### src/rtl/enigma_host_ctrl_if.sv
// rtl/enigma_host_ctrl_if.sv - host-side config, input and output streams of enigma_host_ctrl
interface enigma_host_ctrl_if;
  logic        cfg_valid;
  logic [14:0] cfg_key;
  logic [1:0]  cfg_ra;
  logic [1:0]  cfg_rb;
  logic [1:0]  cfg_rc;
  logic        cfg_ready;
  logic        in_valid;
  logic [7:0]  in_data;
  logic        in_ready;
  logic        out_valid;
  logic [7:0]  out_data;
  logic        out_ready;

  modport master (
    output cfg_valid, cfg_key, cfg_ra, cfg_rb, cfg_rc, in_valid, in_data, out_ready,
    input  cfg_ready, in_ready, out_valid, out_data
  );

  modport slave (
    input  cfg_valid, cfg_key, cfg_ra, cfg_rb, cfg_rc, in_valid, in_data, out_ready,
    output cfg_ready, in_ready, out_valid, out_data
  );
endinterface

### src/rtl/enigma_host_ctrl.sv
// rtl/enigma_host_ctrl.sv - host initiator feeding ASCII characters through the enigma rotor core
module enigma_host_ctrl #(
  parameter int LAT = 1
) (
  input  logic                clk,
  input  logic                reset,
  enigma_host_ctrl_if.slave   host,
  output logic [14:0]         enc_key,
  output logic [1:0]          enc_ra_cfg,
  output logic [1:0]          enc_rb_cfg,
  output logic [1:0]          enc_rc_cfg,
  output logic                enc_load_key,
  output logic [4:0]          enc_char_in,
  output logic                enc_new_char,
  input  logic [4:0]          enc_char_out,
  output logic                keyed,
  output logic                bad_char
);

  typedef enum logic [2:0] {IDLE, LOAD, FEED, WAIT, EMIT} state_t;

  localparam logic [3:0] CNT_INIT = 4'(LAT - 1);

  state_t     state;
  logic [3:0] cnt;

  logic is_upper;
  logic is_lower;
  assign is_upper = (host.in_data >= 8'h41) && (host.in_data <= 8'h5A);
  assign is_lower = (host.in_data >= 8'h61) && (host.in_data <= 8'h7A);

  always_ff @(posedge clk or posedge reset) begin
    if (reset) begin
      state          <= IDLE;
      cnt            <= '0;
      enc_key        <= '0;
      enc_ra_cfg     <= '0;
      enc_rb_cfg     <= '0;
      enc_rc_cfg     <= '0;
      enc_load_key   <= 1'b0;
      enc_char_in    <= '0;
      enc_new_char   <= 1'b0;
      keyed          <= 1'b0;
      bad_char       <= 1'b0;
      host.cfg_ready <= 1'b0;
      host.in_ready  <= 1'b0;
      host.out_valid <= 1'b0;
      host.out_data  <= '0;
    end else begin
      enc_load_key <= 1'b0;
      enc_new_char <= 1'b0;
      case (state)
        IDLE: begin
          // Configuration is checked first so it wins a simultaneous character.
          if (host.cfg_valid && host.cfg_ready) begin
            enc_key        <= host.cfg_key;
            enc_ra_cfg     <= host.cfg_ra;
            enc_rb_cfg     <= host.cfg_rb;
            enc_rc_cfg     <= host.cfg_rc;
            enc_load_key   <= 1'b1;
            host.cfg_ready <= 1'b0;
            host.in_ready  <= 1'b0;
            state          <= LOAD;
          end else if (host.in_valid && host.in_ready) begin
            host.cfg_ready <= 1'b0;
            host.in_ready  <= 1'b0;
            if (is_upper) begin
              enc_char_in  <= 5'(host.in_data - 8'h41);
              enc_new_char <= 1'b1;
              state        <= FEED;
            end else if (is_lower) begin
              enc_char_in  <= 5'(host.in_data - 8'h61);
              enc_new_char <= 1'b1;
              state        <= FEED;
            end else begin
              host.out_data  <= host.in_data;
              host.out_valid <= 1'b1;
              state          <= EMIT;
            end
          end else begin
            host.cfg_ready <= 1'b1;
            host.in_ready  <= keyed;
          end
        end
        LOAD: begin
          keyed          <= 1'b1;
          host.cfg_ready <= 1'b1;
          host.in_ready  <= 1'b1;
          state          <= IDLE;
        end
        FEED: begin
          cnt   <= CNT_INIT;
          state <= WAIT;
        end
        WAIT: begin
          if (cnt == 4'd0) begin
            if (enc_char_out > 5'd25) begin
              host.out_data <= 8'h3F;
              bad_char      <= 1'b1;
            end else begin
              host.out_data <= {3'b000, enc_char_out} + 8'h41;
            end
            host.out_valid <= 1'b1;
            state          <= EMIT;
          end else begin
            cnt <= cnt - 4'd1;
          end
        end
        EMIT: begin
          if (host.out_ready) begin
            host.out_valid <= 1'b0;
            host.cfg_ready <= 1'b1;
            host.in_ready  <= keyed;
            state          <= IDLE;
          end
        end
        default: state <= IDLE;
      endcase
    end
  end

endmodule

### src/flat_wrapper.sv
// flat-port wrapper written by rule: the top's interface ports become plain ports
module enigma_host_ctrl_flat 
#(
  parameter int LAT = 1
)
  (clk, reset, enc_key, enc_ra_cfg, enc_rb_cfg, enc_rc_cfg, enc_load_key, enc_char_in, enc_new_char, enc_char_out, keyed, bad_char, host_cfg_valid, host_cfg_key, host_cfg_ra, host_cfg_rb, host_cfg_rc, host_in_valid, host_in_data, host_out_ready, host_cfg_ready, host_in_ready, host_out_valid, host_out_data);
  enigma_host_ctrl_if host_i ();
  input  logic clk;
  input  logic reset;
  output logic [14:0] enc_key;
  output logic [1:0] enc_ra_cfg;
  output logic [1:0] enc_rb_cfg;
  output logic [1:0] enc_rc_cfg;
  output logic enc_load_key;
  output logic [4:0] enc_char_in;
  output logic enc_new_char;
  input  logic [4:0] enc_char_out;
  output logic keyed;
  output logic bad_char;
  input wire logic [$bits(host_i.cfg_valid)-1:0] host_cfg_valid;
  input wire logic [$bits(host_i.cfg_key)-1:0] host_cfg_key;
  input wire logic [$bits(host_i.cfg_ra)-1:0] host_cfg_ra;
  input wire logic [$bits(host_i.cfg_rb)-1:0] host_cfg_rb;
  input wire logic [$bits(host_i.cfg_rc)-1:0] host_cfg_rc;
  input wire logic [$bits(host_i.in_valid)-1:0] host_in_valid;
  input wire logic [$bits(host_i.in_data)-1:0] host_in_data;
  input wire logic [$bits(host_i.out_ready)-1:0] host_out_ready;
  output wire logic [$bits(host_i.cfg_ready)-1:0] host_cfg_ready;
  output wire logic [$bits(host_i.in_ready)-1:0] host_in_ready;
  output wire logic [$bits(host_i.out_valid)-1:0] host_out_valid;
  output wire logic [$bits(host_i.out_data)-1:0] host_out_data;
  assign host_i.cfg_valid = host_cfg_valid;
  assign host_i.cfg_key = host_cfg_key;
  assign host_i.cfg_ra = host_cfg_ra;
  assign host_i.cfg_rb = host_cfg_rb;
  assign host_i.cfg_rc = host_cfg_rc;
  assign host_i.in_valid = host_in_valid;
  assign host_i.in_data = host_in_data;
  assign host_i.out_ready = host_out_ready;
  assign host_cfg_ready = host_i.cfg_ready;
  assign host_in_ready = host_i.in_ready;
  assign host_out_valid = host_i.out_valid;
  assign host_out_data = host_i.out_data;
  enigma_host_ctrl #(.LAT(LAT)) u_core (.clk(clk), .reset(reset), .host(host_i), .enc_key(enc_key), .enc_ra_cfg(enc_ra_cfg), .enc_rb_cfg(enc_rb_cfg), .enc_rc_cfg(enc_rc_cfg), .enc_load_key(enc_load_key), .enc_char_in(enc_char_in), .enc_new_char(enc_new_char), .enc_char_out(enc_char_out), .keyed(keyed), .bad_char(bad_char));
endmodule
### config.mk
export PLATFORM = sky130hd
export DESIGN_NAME = enigma_host_ctrl_flat
export DESIGN_NICKNAME = d
export VERILOG_FILES = /design/src/rtl/enigma_host_ctrl_if.sv /design/src/rtl/enigma_host_ctrl.sv /design/src/flat_wrapper.sv
export SDC_FILE = /design/constraint.sdc
export NUM_CORES = 1
export LEC_CHECK = 0
export ABC_AREA = 1
export BUFFER_PORTS_ARGS = -buffer_cell sky130_fd_sc_hd__buf_2
export CORE_ASPECT_RATIO = 1.25
export CORE_MARGIN = 4
export CORE_UTILIZATION = 50
export DETAILED_ROUTE_END_ITERATION = 7
export HOLD_SLACK_MARGIN = 0.06
export PLACE_DENSITY_LB_ADDON = 0.12
export SYNTH_ARGS = -nofsm -noshare
export SYNTH_HDL_FRONTEND = slang
export SYNTH_SLANG_ARGS = --single-unit
### constraint.sdc
create_clock -name clk -period 2 [get_ports clk]
set_input_delay 0.1 -clock clk [delete_from_list [all_inputs] [get_ports clk]]
set_output_delay 0.1 -clock clk [all_outputs]
set_load 0.02 [all_outputs]
==> flow_metrics.tcl, run 1 <==
set metrics [dict create \
    die_w_um 70.5 \
    ant_nets 0 \
    p_leak_nw 1.90 \
    max_freq_mhz 616 \
    skew_ps 10.8 \
    synthArstFlopShare 1.00 \
    power_density_mw_per_mm2 1410 \
    cts_hold_buf 22 \
    dr_wl_met3_um 276 \
    root_buffer "clkbuf_8" \
    cts-resized-gates 0 \
    wirelength_met1_um 2360 \
    crit_buf_inv 1 \
    yosysTopAreaCell "dfrtp_1" \
    drive_above_1_share 0.272 \
    cts_buffers 5 \
    grt_use_total 0.193 \
    path_depth 6 \
    crit_path_end "u_core.host.out_data[1]$_DFFE_PP0P_" \
    top_layer_used "met4" \
    clock-sinks 48 \
    status "finished clean" \
    synth.avg_cell_area_um2 8.18 \
    rsz0062_at_grt "no" \
    drtPass1Iterations 4 \
    wirelength_um 5640 \
    worst_slack_ps 377 \
    areaGrowthSynthToFinish_pct 31.9 \
    hpwlAfterDp_um 4070 \
    drv_slew 0 \
    p_int_w 0.00251 \
    vias 2172 \
    synth.most_common_cell "nand2_1" \
    antenna_found_initial 0 \
    power.switching_w 0.00204 \
    fin_cells 464 \
    overflow 0 \
    p_comb_frac 0.485 \
    synth_top_cell_area_share 0.493 \
    cts_tree "yes" \
    slowest_delay_ps 440 \
    power_switching_share 0.449 \
    fin_nets 448 \
    numPortBuffers 79 \
    postSynthCellCount 298 \
    synth_seq_area_share 0.493 \
    synth_edf_count 0 \
    seqCellArea_mm2 0.00120 \
    tightest_slew_ps 580 \
    placed_cells 434 \
    cts_max_path_buffers 2 \
    syn_nets 343 \
    clk-insertion-delay-late_ps 300 \
    syn-cell-area_mm2 0.00244 \
    max-cap-violations 0 \
    layout_worst_path_cycle_share 0.812 \
    coreArea_mm2 0.00473 \
    setup_tns_ps 0 \
    rr_startpoint "u_core.host.cfg_ready$_DFFE_PP0P_" \
    cpMostUsedCell "nand2_1" \
    hold_violations 0 \
    critPathCaptureType "register" \
    grt_pass1_wl_um 9320 \
    wl_per_cell_um 12.1 \
    ctsHtreeMaxLevel 2 \
    yosysWarnings 0 \
    cp_max_fo 10 \
    nFillCells 408 \
    ioPinCount 80 \
    irDropWorstVdd_uv 928 \
    die_area_mm2 0.00607 \
    hold_path.class "input port to register" \
    via_per_inst 4.68 \
    grt_pass1_vias 2062 \
    seqPwrFrac 0.355 \
    start_util 0.516 \
    cts_post_setup_buffers_inserted 0 \
    setup_viol 0 \
    cp.arrival_ps 1820 \
    crit_path_start_kind "register" \
    critical_path.top_delay_family "simple AND/OR/NAND/NOR gates" \
    crit_type "register to register" \
    synth_ff_type "dfrtp_1" \
    synth_cell_types 29 \
    critical_path.cell_chain "nand2_4, inv_1, o21ai_1, nand3_4, nand2_1, nand2_1" \
    ff2ff_path_depth 6 \
    crit_start "u_core.host.cfg_ready$_DFFE_PP0P_" \
    multi_input_area_mm2 0.00107 \
    grt_max_degree 49 \
    drc 0 \
    dr_wl_met2_um 2930 \
    maxSlewHeadroom 0.613 \
    drtIter0Drc 167 \
    period_needed_ps 1620 \
    synth_seq_cells 48 \
    critPathSlowestCell "o21ai_1" \
    cp.required_ps 2190 \
    p_clk_frac 0.160 \
    rows 28 \
    cts.clk_slew.worst_paths_ps 90 \
    synth_area_leaders "dfrtp_1 (49%), nand2_1 (21%), nand3_1 (4.5%), inv_1 (4.0%), ha_1 (3.1%)" \
    pre_cts_slack_ps 409 \
    diodes 0 \
    ys_top_cells_by_count "nand2_1 (136), dfrtp_1 (48), inv_1 (26), nand3_1 (22), nor2_1 (8)" \
    r2r_slack_ps 380 \
    gp_congestion 0.820 \
    dieHeight_um 86.1 \
    rr_endpoint "u_core.host.out_data[1]$_DFFE_PP0P_" \
]
==> state kept, by name, summed over array words and instances, names as in the netlist <==
register	count
u_core.enc_char_in	5
u_core.state	3
u_core.keyed	1
u_core.host.in_ready	1
u_core.enc_rc_cfg	2
u_core.host.cfg_ready	1
u_core.enc_key	15
u_core.cnt	4
u_core.enc_new_char	1
u_core.enc_rb_cfg	2
u_core.enc_load_key	1
u_core.host.out_data	8
u_core.enc_ra_cfg	2
u_core.host.out_valid	1
u_core.bad_char	1
==> logic make-up (layout without fill, tap and decap cells) <==
group           after synthesis  in the layout  synth area share
buf+inv                      37            143            0.0703
xor+xnor                      5              5            0.0180
simple gates                185            185             0.341
flops                        48             48             0.493
compound gates               17             17            0.0477
fa+ha+maj                     6              6            0.0308
==> routing by layer <==
metal | vias up | track usage
li1 | 1136 | -
met1 | 972 | 0.235
met2 | 57 | 0.345
met3 | 7 | 0.0363
met4 | 0 | 0.0575
met5 | - | 0
==> worst min-delay path by stage <==
stage	start	end	slack [ps]	cells past startpoint
3_5_place_dp	reset	u_core.enc_key[12]$_DFFE_PP0P_	290	3
4_1_cts	host_in_data[0]	u_core.enc_char_in[0]$_DFFE_PP0P_	130	4
5_1_grt	host_in_data[0]	u_core.enc_char_in[0]$_DFFE_PP0P_	140	4
2_1_floorplan	host_cfg_key[0]	u_core.enc_key[0]$_DFFE_PP0P_	220	2
6_report	host_in_data[0]	u_core.enc_char_in[0]$_DFFE_PP0P_	130	4
3_3_place_gp	reset	u_core.enc_key[12]$_DFFE_PP0P_	290	3
==> stage by stage <==
stage          hold WS (ps)  power (W)   util  cell area, um^2
6_report                133    0.00454  0.680             3220
3_5_place_dp            290    0.00382  0.608             2880
2_1_floorplan           217    0.00318      -             2440
3_3_place_gp            288    0.00377  0.608             2880
5_1_grt                 139    0.00488  0.680             3220
4_1_cts                 130    0.00458  0.680             3220
==> cells in the final DEF, fill, tap and decap left out, drive strengths merged, types with 2 or more instances in the layout <==
cell type / instances
o21bai: 2
nor3: 2
nand3: 24
nor2: 14
xor2: 3
o21ai: 9
clkbuf: 6
o22ai: 2
inv: 32
nand3b: 2
dlygate4sd3: 22
nand4: 3
a21oi: 2
ha: 6
nand2: 140
dfrtp: 48
xnor2: 2
buf: 81
==> power groups by stage <==
stage,logic [W],clock network [W],registers (W)
3_3_place_gp,0.00215,0,0.00162
6_report,0.00220,0.000728,0.00161
4_1_cts,0.00222,0.000744,0.00161
2_1_floorplan,0.00111,0,0.00207
5_1_grt,0.00244,0.000786,0.00166
3_5_place_dp,0.00219,0,0.00163
==> worst min-delay path: cells and delay by family <==
kind                   cells  cell delay (ps)
buffers and inverters      2              170
AND/OR/NAND/NOR            2              130
==> area by class of cell <==
class	instances	share of cell area
flip-flops and latches	48	0.373
multi-input cells	213	0.331
repair buffers	103	0.196
inverters	32	0.0381
clock buffers	6	0.0257
well taps	60	0.0233
clock inverters	2	0.0121
Note: power is estimated with default switching activity, not from simulation.
==> inputs of run 2 (changes only) <==
--- a/config.mk
+++ b/config.mk
@@ -5,11 +5,11 @@
 export SDC_FILE = /design/constraint.sdc
 export NUM_CORES = 1
 export LEC_CHECK = 0
-export ABC_AREA = 1
+export ABC_AREA = 0
 export BUFFER_PORTS_ARGS = -buffer_cell sky130_fd_sc_hd__buf_2
 export CORE_ASPECT_RATIO = 1.25
 export CORE_MARGIN = 4
-export CORE_UTILIZATION = 50
+export CORE_UTILIZATION = 49
 export DETAILED_ROUTE_END_ITERATION = 7
 export HOLD_SLACK_MARGIN = 0.06
 export PLACE_DENSITY_LB_ADDON = 0.12
==> constraint.sdc (replaced) <==
create_clock -name clk -period 1.7 [get_ports clk]
set_input_delay 0.085 -clock clk [delete_from_list [all_inputs] [get_ports clk]]
set_output_delay 0.085 -clock clk [all_outputs]
set_load 0.02 [all_outputs]
==> flow_metrics.tcl, run 2 <==
set metrics [dict create \
    status "finished clean" \
    hold_violations 0 \
    drtIter0Drc 84 \
    maxSlewHeadroom 0.666 \
    rows 27 \
    cts_post_setup_buffers_inserted 0 \
    ys_top_cells_by_count "dfrtp_1 (48), mux2_2 (25), nor2_1 (19), nand2_1 (13), inv_1 (10)" \
    ctsHtreeMaxLevel 2 \
    pre_cts_slack_ps -237 \
    synth_area_leaders "dfrtp_1 (54%), mux2_2 (13%), mux2_4 (4.7%), ha_1 (3.4%), nor2_1 (3.2%)" \
    max_freq_mhz 621 \
    cts.clk_slew.worst_paths_ps 80 \
    period_needed_ps 1610 \
    root_buffer "clkbuf_8" \
    gp_congestion 0.799 \
    layout_worst_path_cycle_share 0.947 \
    tightest_slew_ps 499 \
    irDropWorstVdd_uv 889 \
    syn-cell-area_mm2 0.00224 \
    drtPass1Iterations 4 \
    nFillCells 322 \
    cp_max_fo 5 \
    final_cell_mix "buf_2 (79), dfrtp_1 (48), buf_4 (26)" \
    synth_edf_count 0 \
    cp.arrival_ps 1770 \
    synth_fa_ha_area_frac 0.0335 \
    drv_slew 0 \
    start_util 0.506 \
    synth_xor_area_frac 0.0274 \
    synth_compound_area_frac 0.0732 \
    wirelength_um 5070 \
    antenna_found_initial 0 \
    critPathCaptureType "register" \
    max-cap-violations 0 \
    overflow 0 \
    cts_max_path_buffers 2 \
    worst_slack_ps 89.7 \
    ioPinCount 80 \
    synth_simple_gate_area_share 0.111 \
    skew_ps 2.08 \
    largest_register_ffs 15 \
    r2r_slack_ps 90 \
    p_leak_nw 1.67 \
    vias 1882 \
    rsz0062_at_grt "yes" \
    biggestRegsByFlops "u_core.enc_key x15, u_core.host.out_data x8, u_core.enc_char_in x5" \
    hpwlAfterDp_um 3690 \
    synth.avg_cell_area_um2 11.9 \
    diodes 0 \
    cts_tree "yes" \
    grt_max_degree 26 \
    drive_above_1_share 0.480 \
    ant_nets 0 \
    grt_use_total 0.192 \
    multi_input_area_um2 991 \
    synth_mux_area_frac 0.187 \
    critical_path.cell_chain "inv_1, ha_1, nor3b_2, buf_4, nand2b_1, nor4_2, xnor2_1, nor2_1" \
    seqCellArea_mm2 0.00120 \
    hold_path.class "input port to register" \
    synthArstFlopShare 1.00 \
    cp.required_ps 1860 \
    numPortBuffers 79 \
    final_common_cell "buf_2" \
    setup_viol 0 \
    syn_nets 233 \
    cts_buffers 5 \
    die_area_mm2 0.00572 \
    synth_top_cell_area_share 0.536 \
    crit_path_start_kind "register" \
    drc 0 \
    dieHeight_um 83.6 \
    top_register "u_core.enc_key" \
    fin_nets 365 \
    grt_pass1_vias 1997 \
    yosysTopAreaCell "dfrtp_1" \
    postSynthCellCount 188 \
    clock-sinks 48 \
    grt_pass1_wl_um 8480 \
    areaGrowthSynthToFinish_pct 46.5 \
    critPathSlowestCell "dfrtp_1" \
    die_w_um 68.5 \
    yosysWarnings 0 \
    synth_cell_types 36 \
    power_density_mw_per_mm2 1600 \
    synth_top_family_by_area "multiplexers" \
    synth_seq_area_share 0.536 \
    synth_ff_type "dfrtp_1" \
    via_per_inst 4.97 \
    clk-insertion-delay-late_ps 290 \
    fin_worst_hold_slack_ps 179 \
    synth_seq_cells 48 \
    coreArea_mm2 0.00443 \
    wl_per_cell_um 13.4 \
    slowest_delay_ps 350 \
    synth.most_common_cell "dfrtp_1" \
    crit_type "register to register" \
]
run 2: cell types whose count changed after synthesis, moves of 5 or more:
cell     delta
a31oi_1     +5
mux2_2     +25
mux2_4      +7
nor2_1     +11
nand2_1   -123
inv_2       -5
nand3_1    -18
inv_1      -16
run 2: timing repair:
action                     in CTS  in global routing
gates resized for setup         1                  3
cloned                          0                  0
hold endpoints to repair       46                  0
pin swaps                       0                  1
hold buffers                   24                  0
setup endpoints to repair       8                 14
run 2: cell families (layout without fill, tap and decap cells):
| kind of cell | count (synthesis) | in the layout |
|---|---|---|
| AND/OR/NAND/NOR | 51 | 51 |
| flip-flops | 48 | 48 |
| multiplexers | 35 | 35 |
| AO/OA/AOI/OAI | 25 | 25 |
| buffers and inverters | 16 | 149 |
| XOR/XNOR | 7 | 7 |
| adder cells (fa/ha/maj) | 6 | 6 |
run 2: critical path, delay by kind of cell (launching register included):
| family | cells | cell delay [ps] |
|---|---|---|
| DFF | 1 | 350 |
| xor gates and xnor gates | 1 | 150 |
| adders and majority gates | 1 | 200 |
| and+or+nand+nor | 4 | 580 |
| buffers and inverters | 2 | 200 |
run 2: cell type report:
cell class / count / share of cell area
sequential: 48 / 0.366
tap: 58 / 0.0221
clock inverter: 2 / 0.0107
multi-input combinational: 124 / 0.302
inverter: 10 / 0.0114
clock buffer: 6 / 0.0221
timing repair buffer: 131 / 0.265
run 2: report_power, final:
part           switching, W  internal (W)
clock network      0.000344      0.000436
registers          0.000266       0.00164
logic               0.00133       0.00123
total               0.00194       0.00330
run 2: per-layer routing:
metal	up-vias	GRT usage	wire length, um
met5	-	0	0
met3	9	0.0526	377
met2	58	0.357	2740
met1	895	0.192	1870
met4	0	0.0651	80
li1	920	-	-
run 2: metrics by stage:
stage / instances / utilization / setup TNS (ps) / total power [W] / instance area [um^2]
4_1_cts: 379 / 0.738 / 0 / 0.00527 / 3260
2_1_floorplan: 188 / - / 0 / 0.00352 / 2240
5_1_grt: 379 / 0.741 / -25.2 / 0.00561 / 3280
3_3_place_gp: 347 / 0.659 / -1730 / 0.00438 / 2920
6_report: 379 / 0.741 / 0 / 0.00525 / 3280
3_5_place_dp: 347 / 0.659 / -2520 / 0.00444 / 2920
run 2: final timing paths:
path | endpoint | cells after the start | start
max in group asynchronous | u_core.keyed$_DFFE_PP0P_ | 4 | reset
min | u_core.host.out_data[5]$_DFFE_PP0P_ | 4 | host_in_data[5]
min reg2reg | u_core.enc_key[5]$_DFFE_PP0P_ | 1 | u_core.enc_key[5]$_DFFE_PP0P_
max reg2reg | u_core.cnt[3]$_DFFE_PP0P_ | 8 | u_core.cnt[0]$_DFFE_PP0P_
max | u_core.cnt[3]$_DFFE_PP0P_ | 8 | u_core.cnt[0]$_DFFE_PP0P_
min in group asynchronous | u_core.enc_rc_cfg[0]$_DFFE_PP0P_ | 3 | reset
==> inputs of run 3 (changes only) <==
--- a/config.mk
+++ b/config.mk
@@ -5,11 +5,11 @@
 export SDC_FILE = /design/constraint.sdc
 export NUM_CORES = 1
 export LEC_CHECK = 0
-export ABC_AREA = 0
+export ABC_AREA = 1
 export BUFFER_PORTS_ARGS = -buffer_cell sky130_fd_sc_hd__buf_2
 export CORE_ASPECT_RATIO = 1.25
 export CORE_MARGIN = 4
-export CORE_UTILIZATION = 49
+export CORE_UTILIZATION = 50
 export DETAILED_ROUTE_END_ITERATION = 7
 export HOLD_SLACK_MARGIN = 0.06
 export PLACE_DENSITY_LB_ADDON = 0.12
==> flow_metrics.tcl, run 3 (synthesis gave the netlist of run 1 again) <==
set metrics [dict create \
    tightest_slew_ps 598 \
    grt_pass1_wl_um 10300 \
    status "finished clean" \
    drc 0 \
    final_cell_mix "nand2_1 (136), buf_2 (79), dfrtp_1 (47)" \
    gp_congestion 0.816 \
    coreArea_mm2 0.00473 \
    drv_slew 0 \
    crit_path_start_kind "register" \
    seqPwrFrac 0.350 \
    power.switching_w 0.00244 \
    rows 28 \
    hold_path.class "input port to register" \
    cts_post_setup_buffers_inserted 0 \
    irDropWorstVdd_uv 1050 \
    root_buffer "clkbuf_8" \
    critPathCaptureType "register" \
    antenna_found_initial 0 \
    crit_type "register to register" \
    drtIter0Drc 182 \
    clk-insertion-delay-late_ps 300 \
    max-cap-violations 0 \
    skew_ps 2.73 \
    cts.clk_slew.worst_paths_ps 90 \
    p_int_w 0.00298 \
    drtPass1Iterations 4 \
    cp_max_fo 6 \
    die_w_um 70.5 \
    cp.arrival_ps 1750 \
    areaGrowthSynthToFinish_pct 33.4 \
    vias 2252 \
    wirelength_um 5990 \
    hpwlAfterDp_um 4180 \
    p_leak_nw 1.92 \
    period_needed_ps 1550 \
    power_switching_share 0.451 \
    setup_viol 0 \
    p_comb_frac 0.489 \
    via_per_inst 4.83 \
    numPortBuffers 79 \
    grt_pass1_vias 2285 \
    layout_worst_path_cycle_share 0.913 \
    cts_tree "yes" \
    cp.required_ps 1890 \
    largest_register_ffs 15 \
    die_area_mm2 0.00607 \
    max_freq_mhz 644 \
    wl_per_cell_um 12.8 \
    overflow 0 \
    final_common_cell "nand2_1" \
    fin_worst_hold_slack_ps 110 \
    power_density_mw_per_mm2 1670 \
    hold_violations 0 \
    final_util 0.688 \
    diodes 0 \
    p_clk_frac 0.161 \
    start_util 0.516 \
    biggestRegsByFlops "u_core.enc_key x15, u_core.host.out_data x8, u_core.enc_char_in x5" \
    fin_nets 450 \
    grt_use_total 0.213 \
    drive_above_1_share 0.283 \
    cts_max_path_buffers 2 \
    maxSlewHeadroom 0.601 \
    clock-sinks 48 \
    ioPinCount 80 \
    grt_max_degree 31 \
    cts_buffers 5 \
    top_register "u_core.enc_key" \
    ant_nets 0 \
    ctsHtreeMaxLevel 2 \
    dieHeight_um 86.1 \
    nFillCells 396 \
]
## run 3: changes by cell type in the layout (fill, tap and decap cells not counted), sizes merged, moves of 3 or more
cell	delta
nor3b	-3
nand2	+127
a21oi	-3
nor2	-5
nand3	+20
nand4	+3
inv	+22
mux2	-33
a31oi	-4
buf	-24
o21ai	+4
## run 3: power groups by stage
stage	logic, W	clock network [W]	registers [W]
after floorplan	0.00131	0	0.00244
after global routing	0.00296	0.000927	0.00196
after CTS	0.00263	0.000889	0.00189
after global placement	0.00253	0	0.00191
final	0.00265	0.000873	0.00190
after detailed placement	0.00259	0	0.00191
## run 3: metrics by stage
stage          power (W)  instances  setup WS, ps  area (um^2)  setup TNS [ps]
3_5_place_dp     0.00450        436           162         2890               0
5_1_grt          0.00584        466         -2.97         3250           -2.97
3_3_place_gp     0.00444        436           181         2890               0
6_report         0.00542        466           148         3250               0
4_1_cts          0.00542        466           130         3230               0
2_1_floorplan    0.00375        298           234         2440               0
## run 3: worst paths after layout
| path | start | end | slack [ps] | cells past startpoint |
|---|---|---|---|---|
| worst min register to register | u_core.enc_key[6]$_DFFE_PP0P_ | u_core.enc_key[6]$_DFFE_PP0P_ | 470 | 2 |
| worst max register to register | u_core.state[1]$_DFFE_PP0P_ | u_core.enc_char_in[1]$_DFFE_PP0P_ | 150 | 8 |
| max in group asynchronous | reset | u_core.state[1]$_DFFE_PP0P_ | 700 | 4 |
| worst min-delay path | host_out_ready | u_core.state[2]$_DFFE_PP0P_ | 110 | 4 |
| worst max-delay path | u_core.state[1]$_DFFE_PP0P_ | u_core.enc_char_in[1]$_DFFE_PP0P_ | 150 | 8 |
| min in group asynchronous | reset | u_core.enc_ra_cfg[1]$_DFFE_PP0P_ | 410 | 3 |
## run 3: area by class of cell
class	count	area, um^2	share of cell area
repair buffers	105	649	0.200
well taps	60	75.1	0.0231
clock buffers	6	82.6	0.0254
multi-input cells	213	1080	0.333
flip-flops and latches	48	1200	0.370
clock inverters	2	38.8	0.0119
inverters	32	123	0.0377
## run 3: layer usage
metal,GRT usage,vias to the layer above,wire length (um)
met5,0,-,0
met4,0.0836,0,136
met3,0.0492,14,345
met2,0.380,67,3160
met1,0.244,1031,2340
li1,-,1140,-
## run 3: repair_timing
item | 4_1_cts | 5_1_grt
setup endpoints to repair | 0 | 10
resized for setup | 0 | 5
hold endpoints to repair | 49 | 0
hold buffers | 22 | 0
## run 3: worst max-delay path, cell delays in order, from the launching register on
cell and delay, ps:
dfrtp_2 470, nor2_2 150, inv_2 80, nor2_4 180, inv_4 110, nor2_4 160
nand2_1 150, nand2_1 80, nand2_1 60
